$ cat src/rtl/fifo_rd_streamer.sv
// ---------------------------------------------------------------------------
// fifo_rd_streamer
//   Read-side master for a FIFO with a 1-cycle read latency. Issues rd_en
//   whenever the FIFO is non-empty and the local skid buffer has room for
//   every word already buffered or in flight. Returned words land in a
//   circular skid buffer that is presented downstream as a valid/ready
//   stream. Also counts stream handshakes and holds a sticky underflow flag.
//
// Ports
//   clk, rst_n      clock; asynchronous active-low reset
//   en              allow new FIFO reads (an in-flight word still lands)
//   fifo_data_out   FIFO read data, valid the cycle after an accepted read
//   fifo_empty      FIFO empty flag
//   fifo_underflow  FIFO underflow flag
//   fifo_rd_en      FIFO read request
//   m_data/m_valid  downstream stream data / valid
//   m_ready         downstream ready
//   rd_count        number of stream handshakes, wraps modulo 2^CNT_W
//   underflow_err   sticky underflow indication
//   clr_err         synchronous clear of underflow_err (set has priority)
// ---------------------------------------------------------------------------
module fifo_rd_streamer #(
    parameter int FIFO_WIDTH = 16,
    parameter int SKID_DEPTH = 3,
    parameter int CNT_W      = 16
) (
    input  logic                  clk,
    input  logic                  rst_n,
    input  logic                  en,
    input  logic [FIFO_WIDTH-1:0] fifo_data_out,
    input  logic                  fifo_empty,
    input  logic                  fifo_underflow,
    output logic                  fifo_rd_en,
    output logic [FIFO_WIDTH-1:0] m_data,
    output logic                  m_valid,
    input  logic                  m_ready,
    output logic [CNT_W-1:0]      rd_count,
    output logic                  underflow_err,
    input  logic                  clr_err
);

    localparam int PTR_W = $clog2(SKID_DEPTH);
    // Occupancy plus the in-flight word can reach SKID_DEPTH, so size for +1 headroom.
    localparam int OCC_W = $clog2(SKID_DEPTH + 2);
    localparam logic [PTR_W-1:0] LAST_PTR  = PTR_W'(SKID_DEPTH - 1);
    localparam logic [OCC_W-1:0] DEPTH_OCC = OCC_W'(SKID_DEPTH);

    logic [FIFO_WIDTH-1:0] skid_q [SKID_DEPTH];
    logic [FIFO_WIDTH-1:0] skid_d [SKID_DEPTH];
    logic [PTR_W-1:0]      wr_ptr_q, wr_ptr_d;
    logic [PTR_W-1:0]      rd_ptr_q, rd_ptr_d;
    logic [OCC_W-1:0]      buf_cnt_q, buf_cnt_d;
    logic                  inflight_q, inflight_d;
    logic [CNT_W-1:0]      rd_count_q, rd_count_d;
    logic                  underflow_err_q, underflow_err_d;

    logic [OCC_W-1:0]      occ;
    logic                  push;
    logic                  pop;

    // Pointers wrap explicitly so SKID_DEPTH need not be a power of two.
    function automatic logic [PTR_W-1:0] next_ptr(input logic [PTR_W-1:0] p);
        return (p == LAST_PTR) ? '0 : p + 1'b1;
    endfunction

    always_comb begin
        skid_d          = skid_q;
        wr_ptr_d        = wr_ptr_q;
        rd_ptr_d        = rd_ptr_q;
        buf_cnt_d       = buf_cnt_q;
        rd_count_d      = rd_count_q;
        underflow_err_d = underflow_err_q;

        // Credit check uses registered state only, so m_ready never reaches rd_en.
        occ        = buf_cnt_q + OCC_W'(inflight_q);
        fifo_rd_en = en && !fifo_empty && (occ < DEPTH_OCC);
        inflight_d = fifo_rd_en;

        push = inflight_q;
        pop  = (buf_cnt_q != '0) && m_ready;

        if (push) begin
            skid_d[wr_ptr_q] = fifo_data_out;
            wr_ptr_d         = next_ptr(wr_ptr_q);
        end
        if (pop) begin
            rd_ptr_d   = next_ptr(rd_ptr_q);
            rd_count_d = rd_count_q + 1'b1;
        end

        case ({push, pop})
            2'b10:   buf_cnt_d = buf_cnt_q + 1'b1;
            2'b01:   buf_cnt_d = buf_cnt_q - 1'b1;
            default: buf_cnt_d = buf_cnt_q;
        endcase

        if (fifo_underflow) begin
            underflow_err_d = 1'b1;
        end else if (clr_err) begin
            underflow_err_d = 1'b0;
        end
    end

    always_ff @(posedge clk or negedge rst_n) begin
        if (!rst_n) begin
            skid_q          <= '{default: '0};
            wr_ptr_q        <= '0;
            rd_ptr_q        <= '0;
            buf_cnt_q       <= '0;
            inflight_q      <= 1'b0;
            rd_count_q      <= '0;
            underflow_err_q <= 1'b0;
        end else begin
            skid_q          <= skid_d;
            wr_ptr_q        <= wr_ptr_d;
            rd_ptr_q        <= rd_ptr_d;
            buf_cnt_q       <= buf_cnt_d;
            inflight_q      <= inflight_d;
            rd_count_q      <= rd_count_d;
            underflow_err_q <= underflow_err_d;
        end
    end

    assign m_data        = skid_q[rd_ptr_q];
    assign m_valid       = (buf_cnt_q != '0);
    assign rd_count      = rd_count_q;
    assign underflow_err = underflow_err_q;

endmodule

$ cat config.mk
export PLATFORM = sky130hd
export DESIGN_NAME = fifo_rd_streamer
export DESIGN_NICKNAME = d
export VERILOG_FILES = /design/src/rtl/fifo_rd_streamer.sv
export SDC_FILE = /design/constraint.sdc
export NUM_CORES = 1
export LEC_CHECK = 0
export BUFFER_PORTS_ARGS = -buffer_cell sky130_fd_sc_hd__buf_2
export CAP_MARGIN = 20
export CORE_ASPECT_RATIO = 1.2
export CORE_MARGIN = 2
export CORE_UTILIZATION = 49
export CTS_BUF_LIST = sky130_fd_sc_hd__clkbuf_4
export DETAILED_ROUTE_END_ITERATION = 7
export PLACE_DENSITY_LB_ADDON = 0.12
export REMOVE_ABC_BUFFERS = 1
export SLEW_MARGIN = 40
export SYNTH_ARGS = -nofsm -noshare
export SYNTH_HDL_FRONTEND = slang
export SYNTH_SLANG_ARGS = --single-unit
$ cat constraint.sdc
create_clock -name clk -period 2.1 [get_ports clk]
set_input_delay 0.315 -clock clk [delete_from_list [all_inputs] [get_ports clk]]
set_output_delay 0.315 -clock clk [all_outputs]
set_load 0.01 [all_outputs]
==> results.txt, run 1 <==
The critical path is of the reg -> out type. The count of nets left with antenna violations once routing finished came out at 0. The die outline width was 79.0 um. The run gives 18.5% as the global routing usage summed across all routing layers. Once placement finished, the instance area stood at 0.00373 mm^2. Across all hold checks on the routed design, the worst slack comes to 0.0923 ns. Synthesis inferred 73 register bits. The logs give 0 for the final-report hold violation count and 6210 um for the total wire length after detailed routing. The H-tree depth was 3; the met3 capacity usage during global routing was 2.60%. The logs give 130 for the number of DRC violations after detailed-routing iteration 0 and 10,500 um for the wire length of the first global-routing pass. After floorplanning, the core was divided into 32 placement rows. Counting along the longest clock path gives a buffer depth of 2. At the worst endpoint, the required time is 1.78 ns. Leakage component of the power: 1.90 nW.

The area growth from synthesis to layout works out to 18.7%. The number of antenna diodes in the final layout is 0. For this run, the share of the core covered by cells in the final layout is 60.5%. The count of pins over their slew limit is 0, and the number of global-route vias before repair is 2,231.

For this run, design rule violations remaining after detail routing come to 0. The logs give 0 for the number of maximum-capacitance constraint violations and 0.39 ns for the worst-skew pair later-pin latency. A synthesized cell averages 12.9 um^2. The flow ran to the end, and the final reports show no timing, DRC or antenna violations.

Registers take 0.00183 mm^2. The detailed-route via count is 2,155. The run gives 4290 um as the half-perimeter wire length after detailed placement. Along the worst path, the maximum fanout reaches 4.

Entering global routing, the biggest net connects 38 pins. Setup repair after global routing could not meet its margin everywhere. The core outline area is 0.00649 mm^2. The last weighted congestion value of the routability-driven placer is 0.732. The most used flip-flop cell after synthesis is sky130_fd_sc_hd__dfrtp_1. The tools report the fraction of the yosys area taken by sequential cells as 55.3%.

CTS placed an instance of sky130_fd_sc_hd__clkbuf_4 at the clock tree root. The die footprint came out at 0.00742 mm^2. The most congested layer reported by global routing was met2. For met1 alone, demand over resource in global routing was 24.6%.

For the initial antenna violation count, the log shows 0. The final count of negative-setup-slack endpoints was 0; the via count normalized by instance count was 5.18. Clock skew on the completed layout was measured at 0.0128 ns. For the number of fillers in the final layout, the log shows 588. The first TritonRoute pass finished after 4 iterations.

The count of buffers added on input and output ports is 57. In the final layout, the multi-input gates occupy 0.00141 mm^2. Across the VDD grid, the largest voltage drop is 0.000706 V.

The run gives 1.72 ns as the critical path arrival. The worst hold path belongs to the class in -> reg. The post-route clock period utilization came out at 97.1%.

The total power per unit cell area is 1370 mW/mm^2. The effective utilization at floorplan is 50.9%, and the clock-pin slew reported for the worst setup and hold paths after clock tree synthesis is 0.11 ns. Synthesis produced a netlist whose cell count is 256.

TritonCTS built the clock tree. The tools report the number of buffers added by the clock tree synthesis step as 9. The total chip power is 5.39 mW, and the die span in y is 93.9 um. For the post-layout instance area, the log shows 0.00392 mm^2. The routing usage on met2 is 30.8%, and the share of post-route cells with drive strength above 1 is 43.2%. 58 I/O pins were placed.

Kind of launch point of the worst setup path: a flop. Achievable clock frequency: 490 MHz. For the final routed database, the setup TNS stands at 0 ns. The endpoint kind of the worst setup timing path was a primary output.

The cell area after synthesis is 0.00330 mm^2, and the proportion of register bits with asynchronous set or reset after synthesis is 100%. Counting I/O delays and the setup requirement, the final critical path takes 2.04 ns. CTS saw 73 sinks. The average wire per cell in the routed design works out to 14.9 um. The number of enable flip-flop cells after synthesis was 0; the transition time at the pin with the least slew margin was 0.519 ns.

The number of distinct library cells after synthesis was 32. The tools report the number of warnings printed during yosys synthesis as 0. For this run the aggregate overflow at the end of global routing stands at 0. For the number of nets in the layout, the log shows 354. In this run the tightest slew margin relative to its limit is 65.1%.
[worst paths after layout]
path	startpoint	slack, ns	endpoint	depth (start not counted)
worst max register to register	buf_cnt_q[0]	0.20	buf_cnt_q[2]	9
worst min-delay path	fifo_underflow	0.09	underflow_err	2
worst max-delay path	inflight_q	0.06	fifo_rd_en	5
max in group asynchronous	rst_n	1.12	skid_q[9]	3
min in group asynchronous	rst_n	0.40	skid_q[23]	2
worst min register to register	underflow_err	0.48	underflow_err	1
[per-stage QoR]
step	setup slack (ns)	instances
finish	0.0611	416
global route	-0.0543	416
CTS	-0.0213	416
detailed placement	0.160	398
global placement	0.164	398
floorplan	-0.302	245
[final cells by class]
class	instances	share of cell area [%]
well taps	85	2.71
repair buffers	70	10.5
clock buffers	12	2.30
flip-flops and latches	73	46.6
clock inverters	4	1.12
inverters	9	0.861
multi-input cells	163	35.9
[cells in the final DEF, fill, tap and decap left out, types with 4 or more instances in the layout]
master	instances
sky130_fd_sc_hd__buf_2	56
sky130_fd_sc_hd__buf_4	11
sky130_fd_sc_hd__clkbuf_4	12
sky130_fd_sc_hd__dfrtp_1	72
sky130_fd_sc_hd__inv_1	7
sky130_fd_sc_hd__mux2_2	38
sky130_fd_sc_hd__mux2_4	10
sky130_fd_sc_hd__mux2i_1	17
sky130_fd_sc_hd__nand2_1	28
sky130_fd_sc_hd__nand3_1	5
sky130_fd_sc_hd__nor2_1	4
sky130_fd_sc_hd__o21ai_0	18
sky130_fd_sc_hd__xnor2_1	12
sky130_fd_sc_hd__xor2_1	6
[flip-flops by register name (all words and copies together), names as in the netlist]
register       cells
buf_cnt_q          3
inflight_q         1
rd_count          16
rd_ptr_q           2
skid_q            48
underflow_err      1
wr_ptr_q           2
[logic make-up (layout without fill, tap and decap cells)]
logic type	Yosys count	count (layout)	synth area share (%)
adder cells (fa/ha/maj)	5	5	2.12
flip-flops	73	73	55.3
XOR/XNOR	19	19	5.04
AO/OA/AOI/OAI	23	23	3.90
AND/OR/NAND/NOR	51	51	7.65
multiplexers	65	65	22.7
buffers and inverters	20	95	3.33
[cell usage after synthesis, types with 4 or more instances]
cell / count / area [um^2]
sky130_fd_sc_hd__xor2_1: 7 / 61.3
sky130_fd_sc_hd__clkbuf_1: 4 / 15.0
sky130_fd_sc_hd__mux2_2: 38 / 428
sky130_fd_sc_hd__nor2_1: 4 / 15.0
sky130_fd_sc_hd__nand3_1: 5 / 25.0
sky130_fd_sc_hd__inv_1: 7 / 26.3
sky130_fd_sc_hd__ha_1: 4 / 50.1
sky130_fd_sc_hd__xnor2_1: 12 / 105
sky130_fd_sc_hd__o21ai_0: 18 / 90.1
sky130_fd_sc_hd__mux2i_1: 17 / 170
sky130_fd_sc_hd__dfrtp_1: 73 / 1830
sky130_fd_sc_hd__mux2_4: 10 / 150
sky130_fd_sc_hd__nand2_1: 28 / 105
[power breakdown]
part | total [mW] | switching [mW] | internal (mW)
logic | 2.13 | 0.966 | 1.16
registers | 2.42 | 0.413 | 2.01
clock network | 0.848 | 0.451 | 0.397
[repair_timing]
item	in CTS	in global routing
gates cloned	0	0
pin swaps	2	2
buffers inserted	1	0
hold endpoints to repair	36	0
setup endpoints to repair	1	6
resized for setup	5	2
hold buffers	1	0
[metal layers]
layer	vias up	routed length [um]
met5	-	0
met4	0	79
met3	7	224
met2	44	3130
met1	1082	2780
li1	1022	-
[critical path: stages, from the launching register on]
cell,delay [ns]
sky130_fd_sc_hd__dfrtp_1,0.44
sky130_fd_sc_hd__ha_2,0.20
sky130_fd_sc_hd__ha_4,0.16
sky130_fd_sc_hd__xor2_2,0.15
sky130_fd_sc_hd__a2111oi_4,0.20
sky130_fd_sc_hd__buf_2,0.18
Power figures use the tool's default switching activity.
==> run 2: changes to the inputs <==
- CTS_BUF_LIST: sky130_fd_sc_hd__clkbuf_4 -> sky130_fd_sc_hd__clkbuf_8 sky130_fd_sc_hd__clkbuf_16
- CTS_CLUSTER_SIZE: not set -> 12
- RECOVER_POWER: not set -> 25
==> run 2 against run 1 <==
First-iteration DRC count decreased by 11%. Global-route usage grew 0.062 points. Flip-flop and latch count did not move. Via count decreased by 0.60%. Clock-buffer cell count shrank 2. Clock power rose by 23%. Wire length rose by 0.66%. Sequential share of layout area down 0.36 points. Worst setup slack improved by 0.025 ns. Combinational power about the same. Critical path type unchanged.
==> results.txt, run 2 (same netlist as run 1, synthesis figures left out) <==
The tools report the count of pins over their slew limit as 0 (unchanged). The worst-case setup slack after placement is 0.160 ns (unchanged). The logs give 73 (unchanged) for the TritonCTS sink count and 1.78 ns (about the same) for the required time at the endpoint of the critical path. The logs give 398 (unchanged) for the placed cell count and 0 (unchanged) for the number of maximum-capacitance constraint violations. The remaining design rule violation count is 0 (unchanged). The run finished with clean final reports. The kind of launch point of the worst setup path was a flop (unchanged). For the global routing usage summed across all routing layers, the log shows 18.6% (was 18.5%). The tools report the setup skew after layout as 0.00608 ns (was 0.0128 ns). The start-to-end type of the worst setup path is reg -> out (unchanged). The tools report the source of the worst register-to-register timing path as buf_cnt_q[0] (unchanged). The total chip power was 5.58 mW (was 5.39 mW).

The cell depth of the worst min-delay path works out to 2 (unchanged). The last weighted congestion value of the routability-driven placer was 0.732 (unchanged). The endpoint kind of the worst setup timing path is a primary output (unchanged). The tools report the worst-skew pair later-pin latency as 0.33 ns (was 0.39 ns). The flip-flop count of the largest register, all copies and words added was 48 (unchanged); the post-layout instance count excluding filler cells was 416 (unchanged). Largest net degree at the start of global routing: 38 (unchanged). The buffer cell driving the clock tree root was sky130_fd_sc_hd__clkbuf_8 (was sky130_fd_sc_hd__clkbuf_4).

For the effective utilization at floorplan, the log shows 50.9% (unchanged). Capture point of the worst reg-to-reg path: buf_cnt_q[2] (unchanged). The number of global-route vias before repair is 2,278 (was 2,231), and the count of buffering cells on the critical path with inverters included is 1 (unchanged). The number of nets in the layout is 354 (unchanged), and the number of top-level pins is 58 (unchanged). The final-report hold violation count is 0 (unchanged), and the site row count is 32 (unchanged). The achievable clock frequency was 497 MHz (was 490 MHz); the detailed-route via count was 2,142 (was 2,155).

The logs give 0 (unchanged) for the initial antenna violation count and 2 (unchanged) for the maximum root-to-sink buffer count. For the core outline area, the log shows 0.00649 mm^2 (unchanged). The tools report the area of the multi-input gates as 0.00140 mm^2 (was 0.00141 mm^2). The number of diodes added for antenna fixing is 0 (unchanged), and the final core utilization is 60.9% (was 60.5%). The leading cell type in the layout, fill and taps excluded is sky130_fd_sc_hd__dfrtp_1 (unchanged). The logs give 0 (unchanged) for the final count of negative-setup-slack endpoints and 6250 um (was 6210 um) for the total wire length after detailed routing. The area growth from synthesis to layout was 19.6% (was 18.7%); the cell area reported after detailed placement was 0.00373 mm^2 (unchanged). The die outline width came out at 79.0 um (unchanged). TritonCTS built the clock tree.

The share of post-route cells with drive strength above 1 is 41.7% (was 43.2%). The register bank with the most flops was skid_q (unchanged). The tools report the wire length of the first global-routing pass as 10,500 um (about the same). The run gives 0 (unchanged) as the number of antenna-violating nets in the routed design.

Commonest non-fill, non-tap cells in the layout: sky130_fd_sc_hd__dfrtp_1, sky130_fd_sc_hd__buf_2, sky130_fd_sc_hd__mux2_2 (unchanged). Sequence of cells on the critical path: ha_2 -> ha_4 -> a2111oi_4 -> buf_2 (was ha_2 -> ha_4 -> xor2_2 -> a2111oi_4 -> buf_2). Transition time at the pin with the least slew margin: 0.888 ns (was 0.519 ns).

The standard cell with the maximum stage delay on the critical path was sky130_fd_sc_hd__dfrtp_1 (unchanged). The half-perimeter wire length after detailed placement came out at 4290 um (unchanged). The post-layout instance area is 0.00395 mm^2 (was 0.00392 mm^2), and the largest fanout on the critical path is 4 (unchanged). For the H-tree depth, the log shows 3 (unchanged). Hold path startpoint: fifo_underflow (unchanged).

The final critical delay including setup and external delays was 2.01 ns (was 2.04 ns); the average wire per cell in the routed design was 15.0 um (was 14.9 um). For the leakage component of the power, the log shows 1.92 nW (was 1.90 nW). Stage delay of the slowest cell on the critical path: 0.43 ns (was 0.44 ns). The number of buffers added by the clock tree synthesis step is 9 (unchanged), and the worst slew margin relative to its limit is 40.8% (was 65.1%).

The number of fillers in the final layout came out at 583 (was 588). The depth of the worst register-to-register path is 9 (unchanged), and the die footprint is 0.00742 mm^2 (unchanged). The logs give 0.22 ns (was 0.20 ns) for the slack of the worst reg-to-reg path and 1.70 ns (was 1.72 ns) for the critical path arrival. The register cell area after layout is 0.00183 mm^2 (about the same), and the post-layout worst setup margin is 0.0864 ns (was 0.0611 ns). The die span in y was 93.9 um (unchanged); the overall overflow remaining after global route was 0 (unchanged). The destination of the worst hold path is underflow_err (unchanged). Number of search-and-repair iterations in the first detailed-routing pass: 4 (unchanged). The total power per unit cell area works out to 1410 mW/mm^2 (was 1370 mW/mm^2).

The total negative setup slack was 0 ns (unchanged). The peak supply drop is 0.000720 V (was 0.000706 V), and the via count normalized by instance count is 5.15 (was 5.18). The count of buffers from port buffering was 57 (unchanged). The classification of the worst-slack hold path was in -> reg (unchanged). The clock-pin slew reported for the worst setup and hold paths after clock tree synthesis came out at 0.07 ns (was 0.11 ns). The hold slack came out at 0.158 ns (was 0.0923 ns).

The post-route clock period utilization came out at 95.9% (was 97.1%). The run gives 116 (was 130) as the number of DRC violations after detailed-routing iteration 0. The largest delay contributor family on the critical path was flip-flops (unchanged).
==> run 2: cell count changes in the layout (fill, tap and decap cells not counted), sizes merged <==
cell	previous run	this run
inv	9	12
clkinv	3	2
clkbuf	12	13
buf	69	66
==> run 2: per-layer routing <==
layer | vias to the layer above | GRT usage (%) | wire, um
met5 | - | 0 | 0
met4 | 0 | 7.76 | 92
met3 | 8 | 2.88 | 185
met2 | 40 | 31.4 | 3150
met1 | 1074 | 24.0 | 2830
li1 | 1020 | - | -
==> run 2: area by class of cell <==
type                       count  share of cell area (%)
multi-input combinational    163                    35.4
sequential                    73                    46.2
tap                           85                    2.69
clock buffer                  10                    3.48
inverter                       9                   0.855
clock inverter                 6                    1.30
timing repair buffer          70                    9.98
==> run 2: what timing repair did <==
item	CTS	global route
endpoints found under the hold margin	36	0
gates resized for setup	4	1
hold buffers	1	0
setup buffers	1	0
pin swaps	2	1
setup endpoints to repair	1	1
==> run 2: report_power, final <==
group	switching [mW]	internal (mW)	total (mW)
Clock	0.471	0.565	1.04
Combinational	0.970	1.15	2.12
Sequential	0.412	2.01	2.42
Total	1.85	3.72	5.58
==> run 2: how the worst max path moves through the flow <==
stage                     depth (start not counted)  slack [ns]    startpoint      endpoint
after floorplan                                   8       -0.30  buf_cnt_q[0]  buf_cnt_q[2]
after global placement                            5        0.16  buf_cnt_q[0]    fifo_rd_en
after detailed placement                          5        0.16  buf_cnt_q[0]    fifo_rd_en
after CTS                                         4        0.03    inflight_q    fifo_rd_en
after global routing                              4       -0.01    inflight_q    fifo_rd_en
final                                             4        0.09    inflight_q    fifo_rd_en
==> run 3: changes to the inputs <==
- CTS_BUF_LIST: sky130_fd_sc_hd__clkbuf_8 sky130_fd_sc_hd__clkbuf_16 -> sky130_fd_sc_hd__clkbuf_16
- GPL_TIMING_DRIVEN: not set -> 0
==> run 3 against run 2 <==
Wire length down 1.7%. Clock skew down 0.0016 ns. Flip-flop and latch count unchanged. Sequential power up 5%. Fmax up 0.15%. Total power up 10%. Sequential share of layout area down 1.5 points. Clock-buffer cell count down 1. Cell count down 0.72%. Highest routed layer unchanged. Cell area up 3.9%.
==> results.txt, run 3 (same netlist as run 1, synthesis figures left out) <==
The run gives 0 (unchanged) as the final-report hold violation count. The met3 capacity usage during global routing is 3.56% (was 2.88%). Endpoint kind of the worst setup timing path: a primary output (unchanged). Transition time at the pin with the least slew margin: 0.984 ns (was 0.888 ns). Total power per unit cell area: 1500 mW/mm^2 (was 1410 mW/mm^2).

The area growth from synthesis to layout was 24.2% (was 19.6%). The number of top-level pins came out at 58 (unchanged). The tools report the number of nets in the layout as 351 (was 354). The half-perimeter wire length after detailed placement was 3930 um (was 4290 um). The last weighted congestion value of the routability-driven placer was 0.679 (was 0.732). The tools report the total wire length after detailed routing as 6150 um (was 6250 um). TritonCTS built the clock tree.

The effective utilization at floorplan is 50.9% (unchanged), and the number of DRC violations after detailed-routing iteration 0 is 83 (was 116). The wire length of the first global-routing pass came out at 10,200 um (was 10,500 um). The placed cell count is 389 (was 398). The setup skew after layout came out at 0.00447 ns (was 0.00608 ns).

The leading cell type in the layout, fill and taps excluded was sky130_fd_sc_hd__dfrtp_1 (unchanged). The number of buffers added by the clock tree synthesis step was 9 (unchanged). Standard cell with the maximum stage delay on the critical path: sky130_fd_sc_hd__dfrtp_2 (was sky130_fd_sc_hd__dfrtp_1).

Worst slew margin relative to its limit: 34.4% (was 40.8%). The post-route clock period utilization works out to 95.7% (was 95.9%). The core outline area was 0.00649 mm^2 (unchanged); the achievable clock frequency was 497 MHz (about the same). The required time at the endpoint of the critical path is 1.78 ns (about the same). Die span in y: 93.9 um (unchanged). The logs give 0 (unchanged) for the remaining design rule violation count and 2,104 (was 2,142) for the detailed-route via count.

The logs give 0.33 ns (about the same) for the worst-skew pair later-pin latency and 0 (unchanged) for the count of pins over their slew limit. The most congested layer reported by global routing is met2 (unchanged). The tools report the H-tree depth as 3 (unchanged). The number of maximum-capacitance constraint violations is 0 (unchanged). The count of buffers from port buffering came out at 57 (unchanged). Site row count: 32 (unchanged). Final critical delay including setup and external delays: 2.01 ns (about the same). The kind of launch point of the worst setup path is a flop (unchanged). The die outline width was 79.0 um (unchanged); the stage delay of the slowest cell on the critical path was 0.42 ns (was 0.43 ns).

The largest net degree at the start of global routing is 60 (was 38). The flow ran to the end, and the final reports show no timing, DRC or antenna violations. The total chip power came out at 6.15 mW (was 5.58 mW). Clock-pin slew reported for the worst setup and hold paths after clock tree synthesis: 0.05 ns (was 0.07 ns). The TritonCTS sink count is 73 (unchanged). Start-to-end type of the worst setup path: reg -> out (unchanged). The die footprint came out at 0.00742 mm^2 (unchanged). For the leakage component of the power, the log shows 1.95 nW (was 1.92 nW).

Commonest non-fill, non-tap cells in the layout: sky130_fd_sc_hd__dfrtp_1, sky130_fd_sc_hd__buf_2, sky130_fd_sc_hd__mux2_2 (unchanged). The share of post-route cells with drive strength above 1 is 43.6% (was 41.7%), and the flip-flop count of the largest register, all copies and words added is 48 (unchanged). For the met1 global-route usage, the log shows 23.2% (was 24.0%).

Sequence of cells on the critical path: ha_1 -> ha_4 -> xor2_1 -> a2111oi_4 -> buf_2 (was ha_2 -> ha_4 -> a2111oi_4 -> buf_2). The overall overflow remaining after global route is 0 (unchanged), and the average wire per cell in the routed design is 14.9 um (was 15.0 um). Final count of negative-setup-slack endpoints: 0 (unchanged). Register bank with the most flops: skid_q (unchanged).

For the critical path arrival, the log shows 1.70 ns (about the same). The via count normalized by instance count is 5.09 (was 5.15). The initial antenna violation count was 0 (unchanged); the number of antenna-violating nets in the routed design was 0 (unchanged). For the global routing usage summed across all routing layers, the log shows 18.4% (was 18.6%). Setup repair after global routing left no endpoint under its margin. The run gives 0.000707 V (was 0.000720 V) as the peak supply drop.

The number of global-route vias before repair is 2,109 (was 2,278), and the routing usage on met2 is 30.0% (was 31.4%). The post-layout instance count excluding filler cells was 413 (was 416); the number of search-and-repair iterations in the first detailed-routing pass was 4 (unchanged). The run gives 0 (unchanged) as the number of diodes added for antenna fixing.

The tools report the buffer cell driving the clock tree root as sky130_fd_sc_hd__clkbuf_16 (was sky130_fd_sc_hd__clkbuf_8). The tools report the maximum root-to-sink buffer count as 2 (unchanged). Classification of the worst-slack hold path: in -> reg (unchanged). The largest fanout on the critical path came out at 3 (was 4).
[run 3: changes by cell type in the layout (fill, tap and decap cells not counted), moves of 3 or more]
cell	previous run	this run
sky130_fd_sc_hd__clkbuf_16	0	9
sky130_fd_sc_hd__clkbuf_8	10	0
sky130_fd_sc_hd__dfrtp_1	73	69
sky130_fd_sc_hd__inv_1	10	7
[run 3: worst max-delay path, delay by kind of cell (launching register included)]
family                     cells  cell delay [ns]
DFF                            1             0.42
xor gates and xnor gates       1             0.16
AOI/OAI and AO/OA              1             0.21
adders and majority gates      2             0.39
buffers and inverters          1             0.19
[run 3: cell type report]
type,instances,area (um^2)
tap,85,106
multi-input combinational,163,1430
inverter,9,33.8
clock buffer,9,225
fill,538,2380
timing repair buffer,67,385
sequential,73,1840
clock inverter,7,85.1
[run 3: per-stage QoR]
stage	setup TNS [ns]	area [um^2]	worst slack, ns	hold slack (ns)	utilization, %
after CTS	0	4080	0.0141	0.160	62.9
after global routing	0	4100	0.00245	0.170	63.3
after floorplan	-0.575	3230	-0.302	0.0194	-
after detailed placement	-2.08	3690	-0.169	0.155	56.9
final	0	4100	0.0894	0.165	63.3
after global placement	-14.46	3620	-0.819	0.456	55.8
[run 3: metal layers]
metal / part of all wire (%) / routed length [um]
met4: 2.2 / 135
met2: 50 / 3060
met3: 3.1 / 188
met5: 0 / 0
met1: 45 / 2760
[run 3: timing repair]
action | 4_1_cts | 5_1_grt
buffers inserted | 4 | 3
cloned | 0 | 0
hold buffers | 1 | 0
setup endpoints to repair | 19 | 4
gates resized for setup | 7 | 3
pin swaps | 2 | 1
hold endpoints to repair | 14 | 0
[run 3: final timing paths]
| check | start | endpoint | slack [ns] | cells past startpoint |
|---|---|---|---|---|
| hold / removal | fifo_underflow | underflow_err | 0.17 | 2 |
| min in group asynchronous | rst_n | skid_q[7] | 0.67 | 2 |
| setup reg to reg | buf_cnt_q[0] | buf_cnt_q[2] | 0.22 | 9 |
| max in group asynchronous | rst_n | rd_ptr_q[1] | 0.61 | 3 |
| setup / recovery | buf_cnt_q[0] | fifo_rd_en | 0.09 | 5 |
| hold reg to reg | underflow_err | underflow_err | 0.47 | 1 |
[run 3: power breakdown]
group	internal, mW	switching (mW)
Combinational	1.16	0.872
Sequential	2.03	0.517
Clock	1.03	0.551
Total	4.21	1.94
